`src/rtl/prog_mem_loader.sv`:
```
// Program memory with a byte-stream loader. Bytes are packed little-endian into
// words during a load; fetches read the memory on the falling edge and return NOP while busy.
module prog_mem_loader #(
  parameter int unsigned DATA_WIDTH = 16,
  parameter int unsigned ADDR_WIDTH = 8
) (
  input  logic                  clk,
  input  logic                  reset,
  input  logic [ADDR_WIDTH-1:0] addr,
  output logic [DATA_WIDTH-1:0] data,
  input  logic                  load_start,
  input  logic                  load_end,
  input  logic [7:0]            load_byte,
  input  logic                  load_valid,
  output logic                  load_ready,
  output logic                  busy,
  output logic [ADDR_WIDTH:0]   words_loaded,
  output logic                  overflow
);

  localparam int unsigned BYTES = DATA_WIDTH / 8;
  localparam int unsigned IDX_W = (BYTES > 1) ? $clog2(BYTES) : 1;
  localparam int unsigned CNT_W = ADDR_WIDTH + 1;
  localparam int unsigned DEPTH = 2 ** ADDR_WIDTH;

  typedef enum logic [1:0] {IDLE, LOAD, FULL} state_e;

  state_e                state_q, state_d;
  logic [ADDR_WIDTH-1:0] wr_addr_q, wr_addr_d;
  logic [IDX_W-1:0]      idx_q, idx_d;
  logic [DATA_WIDTH-1:0] wbuf_q, wbuf_d;
  logic [CNT_W-1:0]      words_q, words_d;
  logic                  ovf_q, ovf_d;
  logic                  ready_q, ready_d;
  logic                  busy_q, busy_d;
  logic [DATA_WIDTH-1:0] data_q, data_d;

  logic                  mem_we_c;
  logic [ADDR_WIDTH-1:0] mem_waddr_c;
  logic [DATA_WIDTH-1:0] mem_wdata_c;
  logic [DATA_WIDTH-1:0] word_c;
  logic                  last_byte_c;
  logic                  pending_c;

  // Storage has no reset so a reset mid-load keeps already written words.
  logic [DATA_WIDTH-1:0] mem_q [DEPTH];

  // Next-state, word assembly and memory write control.
  always_comb begin
    state_d     = state_q;
    wr_addr_d   = wr_addr_q;
    idx_d       = idx_q;
    wbuf_d      = wbuf_q;
    words_d     = words_q;
    ovf_d       = ovf_q;
    mem_we_c    = 1'b0;
    mem_waddr_c = wr_addr_q;
    mem_wdata_c = wbuf_q;
    word_c      = wbuf_q;
    last_byte_c = (idx_q == IDX_W'(BYTES - 1));
    pending_c   = 1'b0;

    case (state_q)
      IDLE: begin
        if (load_start) begin
          state_d   = LOAD;
          wr_addr_d = '0;
          idx_d     = '0;
          wbuf_d    = '0;
          words_d   = '0;
          ovf_d     = 1'b0;
        end
      end
      LOAD: begin
        if (load_valid) begin
          for (int unsigned k = 0; k < BYTES; k++) begin
            if (idx_q == IDX_W'(k)) word_c[8*k +: 8] = load_byte;
          end
        end
        if (load_valid && last_byte_c) begin
          mem_we_c    = 1'b1;
          mem_wdata_c = word_c;
          words_d     = words_q + CNT_W'(1);
          idx_d       = '0;
          wbuf_d      = '0;
          if (&wr_addr_q) state_d = FULL;
          else            wr_addr_d = wr_addr_q + ADDR_WIDTH'(1);
        end else if (load_valid) begin
          idx_d  = idx_q + IDX_W'(1);
          wbuf_d = word_c;
        end
        // A partial word left after this cycle's byte is flushed with zero upper bytes.
        pending_c = load_valid ? !last_byte_c : (idx_q != '0);
        if (load_end) begin
          state_d = IDLE;
          if (pending_c) begin
            mem_we_c    = 1'b1;
            mem_wdata_c = word_c;
            words_d     = words_q + CNT_W'(1);
            idx_d       = '0;
            wbuf_d      = '0;
          end
        end
      end
      FULL: begin
        if (load_valid) ovf_d = 1'b1;
        if (load_end)   state_d = IDLE;
      end
      default: state_d = IDLE;
    endcase

    ready_d = (state_d == LOAD);
    busy_d  = (state_d != IDLE);
    data_d  = busy_q ? '0 : mem_q[addr];
  end

  always_ff @(posedge clk or posedge reset) begin
    if (reset) begin
      state_q   <= IDLE;
      wr_addr_q <= '0;
      idx_q     <= '0;
      wbuf_q    <= '0;
      words_q   <= '0;
      ovf_q     <= 1'b0;
      ready_q   <= 1'b0;
      busy_q    <= 1'b0;
    end else begin
      state_q   <= state_d;
      wr_addr_q <= wr_addr_d;
      idx_q     <= idx_d;
      wbuf_q    <= wbuf_d;
      words_q   <= words_d;
      ovf_q     <= ovf_d;
      ready_q   <= ready_d;
      busy_q    <= busy_d;
    end
  end

  always_ff @(posedge clk) begin
    if (mem_we_c) mem_q[mem_waddr_c] <= mem_wdata_c;
  end

  // Fetch port runs on the falling edge, half a cycle after control updates.
  always_ff @(negedge clk or posedge reset) begin
    if (reset) data_q <= '0;
    else       data_q <= data_d;
  end

  assign data         = data_q;
  assign load_ready   = ready_q;
  assign busy         = busy_q;
  assign words_loaded = words_q;
  assign overflow     = ovf_q;

endmodule
```
`config.mk`:
```
export PLATFORM = sky130hd
export DESIGN_NAME = prog_mem_loader
export DESIGN_NICKNAME = d
export VERILOG_FILES = /design/src/rtl/prog_mem_loader.sv
export SDC_FILE = /design/constraint.sdc
export NUM_CORES = 2
export LEC_CHECK = 0
export ABC_AREA = 1
export ABC_CLOCK_PERIOD_IN_PS = 32299
export BUFFER_PORTS_ARGS = -buffer_cell sky130_fd_sc_hd__buf_2
export CAP_MARGIN = 20
export CORE_MARGIN = 4
export CORE_UTILIZATION = 40
export DETAILED_ROUTE_END_ITERATION = 10
export HOLD_SLACK_MARGIN = 0.12
export PLACE_DENSITY_LB_ADDON = 0.25
export SETUP_SLACK_MARGIN = 0.2
export SYNTH_ARGS = -nofsm -noshare
export SYNTH_HDL_FRONTEND = slang
export SYNTH_SLANG_ARGS = --single-unit
```
`constraint.sdc`:
```
create_clock -name clk -period 32.3 [get_ports clk]
set_clock_uncertainty 0.15 [all_clocks]
set_input_delay 3.23 -clock clk [delete_from_list [all_inputs] [get_ports clk]]
set_output_delay 3.23 -clock clk [all_outputs]
set_load 0.1 [all_outputs]
```
==> impl_metrics.toml <==
[placement]
pre_cts_ws_ns = 7.334
dpl.hpwl_um = 266100
port_buffers = 48
globalplace.congestion = 0.8216
postPlaceCellArea_um2 = 173800

[power]
switching_power_mw = 3.762
power_density_nw_per_um2 = 72.22
swShare_pct = 27.78
p_int_mw = 9.782
comb_power_share_pct = 13.9
p_clk_share_pct = 35.6
seq_power_share_pct = 50.6
power_leakage_nw = 65.83
irDropWorstVdd_mv = 0.1133

[setup_path]
crit_path_start = "addr[0]"
rr_worst_depth = 10
critPathKind = "input port to flip-flop"
r2r_end = "data[11]"
cp_max_fo = 92
worstPathArrival_ns = 8.75
end_kind = "flip-flop"
required_ns = 16.91
startpoint_type = "input port"
rrSetupSlack_ns = 13.39
r2r_start = "mem_q[198][11]"

[route]
wirelength_um = 492500
vias_per_cell = 5.519
wl_per_cell_um = 24.98
antenna_left = 0
drc_errors = 0
first_pass_iters = 5
vias = 108800
dr.first_iter.drc_count = 12980

[layout]
design_area_um2 = 187500
areaGrowthSynthToFinish_pct = 12.42
final_nets = 13890
drive_gt1_share_pct = 8.211
final_core_util_pct = 45.27

[cts]
insertion_delay_ns = 0.99
ctsResizeCount = 0
cts_tree = "yes"
cts_buffer_depth = 4
cts.sinks = 4151
numCtsBuffers = 430
root_buffer = "clkbuf_16"
cts_max_level = 5
cts_setup_buffers = 0
ctsHoldBuffers = 0
clk_pin_slew_ns = 0.06

[run_status]
status = "finished, violations left"
violations = "slew limit"

[synth]
synthArstFlopShare_pct = 1.325
synth.avg_cell_area_um2 = 12.02
yosys_warnings = 0
ys_ff_latch = 4151
netlist_area_um2 = 166800
syn-num-nets = 13910
synth_area_leaders = "edfxtp_1 (74%), nand3_1 (12%), nand2_1 (9.4%)"
ys.flop_type = "edfxtp_1"
synth.most_common_cell = "nand2_1"
seq_area_frac_synth_pct = 74.56
synth_common_cells = "nand2_1 (4160), edfxtp_1 (4096), nand3_1 (3876), clkbuf_1 (429), nor2_1 (426)"
synth_top_area_share_pct = 73.73
postSynthCellCount = 13880
synth_cell_type_count = 31
synth_edf_count = 4096
synth_top_area_cell = "edfxtp_1"

[worst_hold_path]
holdPathStages = 1
hp-start = "words_loaded[8]"
min_path_type = "flip-flop to flip-flop"
min_to = "words_loaded[8]"

[flow_run]
max-cap-violations = 0

[sta]
timing.final.ws_setup_ns = 8.158
hold_viol = 0
worst-slew-pin-transition_ns = 1.630
slew_headroom_pct = -8.644
rsz0062_at_grt = "no"
setup_viol = 0
finalSetupTns_ns = 0
slew_violations = 114

[floorplanning]
core_area_um2 = 414300
start_util_pct = 40.27
die_x_um = 653.8
die_h_um = 653.8
dieArea_um2 = 427400
num_io_pins = 49
rows = 236

[grt]
grt_pass1_vias = 100600
track_usage_pct = 22.43
grt_max_degree = 192
antenna_found_initial = 20
grt_pass1_wl_um = 714600
overflow = 0
==> how the worst max path moves through the flow <==
stage	slack [ns]	cells after the start	endpoint
floorplan	11.23	13	data[13]
finish	8.16	15	data[14]
global route	7.91	15	data[14]
CTS	8.29	15	data[14]
global placement	7.30	15	data[14]
detailed placement	7.33	15	data[14]
==> logic make-up after synthesis <==
kind of cell / after synthesis / share of synthesized area (%)
AOI/OAI and AO/OA: 205 / 0.6586
adders and majority gates: 7 / 0.05250
buffers and inverters: 1013 / 2.595
DFF: 4151 / 74.56
muxes: 1 / 0.006001
and+or+nand+nor: 8503 / 22.13
==> power by group through the flow <==
| stage | logic (mW) | registers [mW] | clock network (mW) |
|---|---|---|---|
| floorplan | 0.822 | 7.64 | 0 |
| global placement | 1.85 | 6.96 | 0 |
| detailed placement | 1.88 | 6.96 | 0 |
| CTS | 1.88 | 6.85 | 4.89 |
| global route | 2.00 | 6.85 | 5.11 |
| finish | 1.88 | 6.85 | 4.82 |
==> critical path, stage by stage <==
cell     delay [ns]
buf_12         0.35
buf_4          0.63
buf_4          0.58
buf_4          0.80
buf_4          0.84
nand2_1        0.12
nand3_1        0.12
nand3_1        0.17
nand3_1        0.16
nand3_1        0.20
nand2_1        0.13
nor2_1         0.15
nor2_1         0.72
nor2_1         0.12
nor2_1         0.13
==> layout by cell type (no fill, tap or decap), drive strengths merged <==
cell type  instances
a21oi             44
a22o               2
buf              491
bufinv            32
clkbuf           535
clkinv           202
clkinvlp          14
dfrtn             16
dfrtp             39
diode             15
edfxtp          4096
ha                 7
inv               84
mux2i              1
nand2           4164
nand3           3876
nand4              3
nor2             437
nor3              21
nor4               1
o211ai             1
o21ai            110
o22ai             47
o32ai              1
or2                1
==> sequential cells by signal (all words and copies together), names as in the netlist <==
| name | cells |
|---|---|
| busy | 1 |
| data | 16 |
| idx_q | 1 |
| load_ready | 1 |
| mem_q | 4096 |
| mem_waddr_c | 8 |
| overflow | 1 |
| state_q | 2 |
| wbuf_q | 16 |
| words_loaded | 9 |
==> stage by stage <==
step	power, mW	hold WS [ns]	cells
after global routing	13.96	0.3673	19700
final	13.54	0.3186	19710
after detailed placement	8.837	0.3086	18900
after global placement	8.811	0.3116	18900
after floorplan	8.458	0.3244	13880
after CTS	13.61	0.3229	19700
==> metal layers <==
layer	global-route usage (%)	share of wire [%]
met5	0	0.015
met4	6.465	2.9
met3	3.572	8.2
met2	35.29	47
met1	32.21	42
==> cell type report <==
class	count	area, um^2
fillers	37090	226800
flip-flops and latches	4151	124400
multi-input cells	8716	38450
clock buffers	535	11320
well taps	5474	6849
repair buffers	491	3975
clock inverters	262	2216
inverters	70	300.3
diodes	15	37.54
Power figures use the tool's default switching activity.
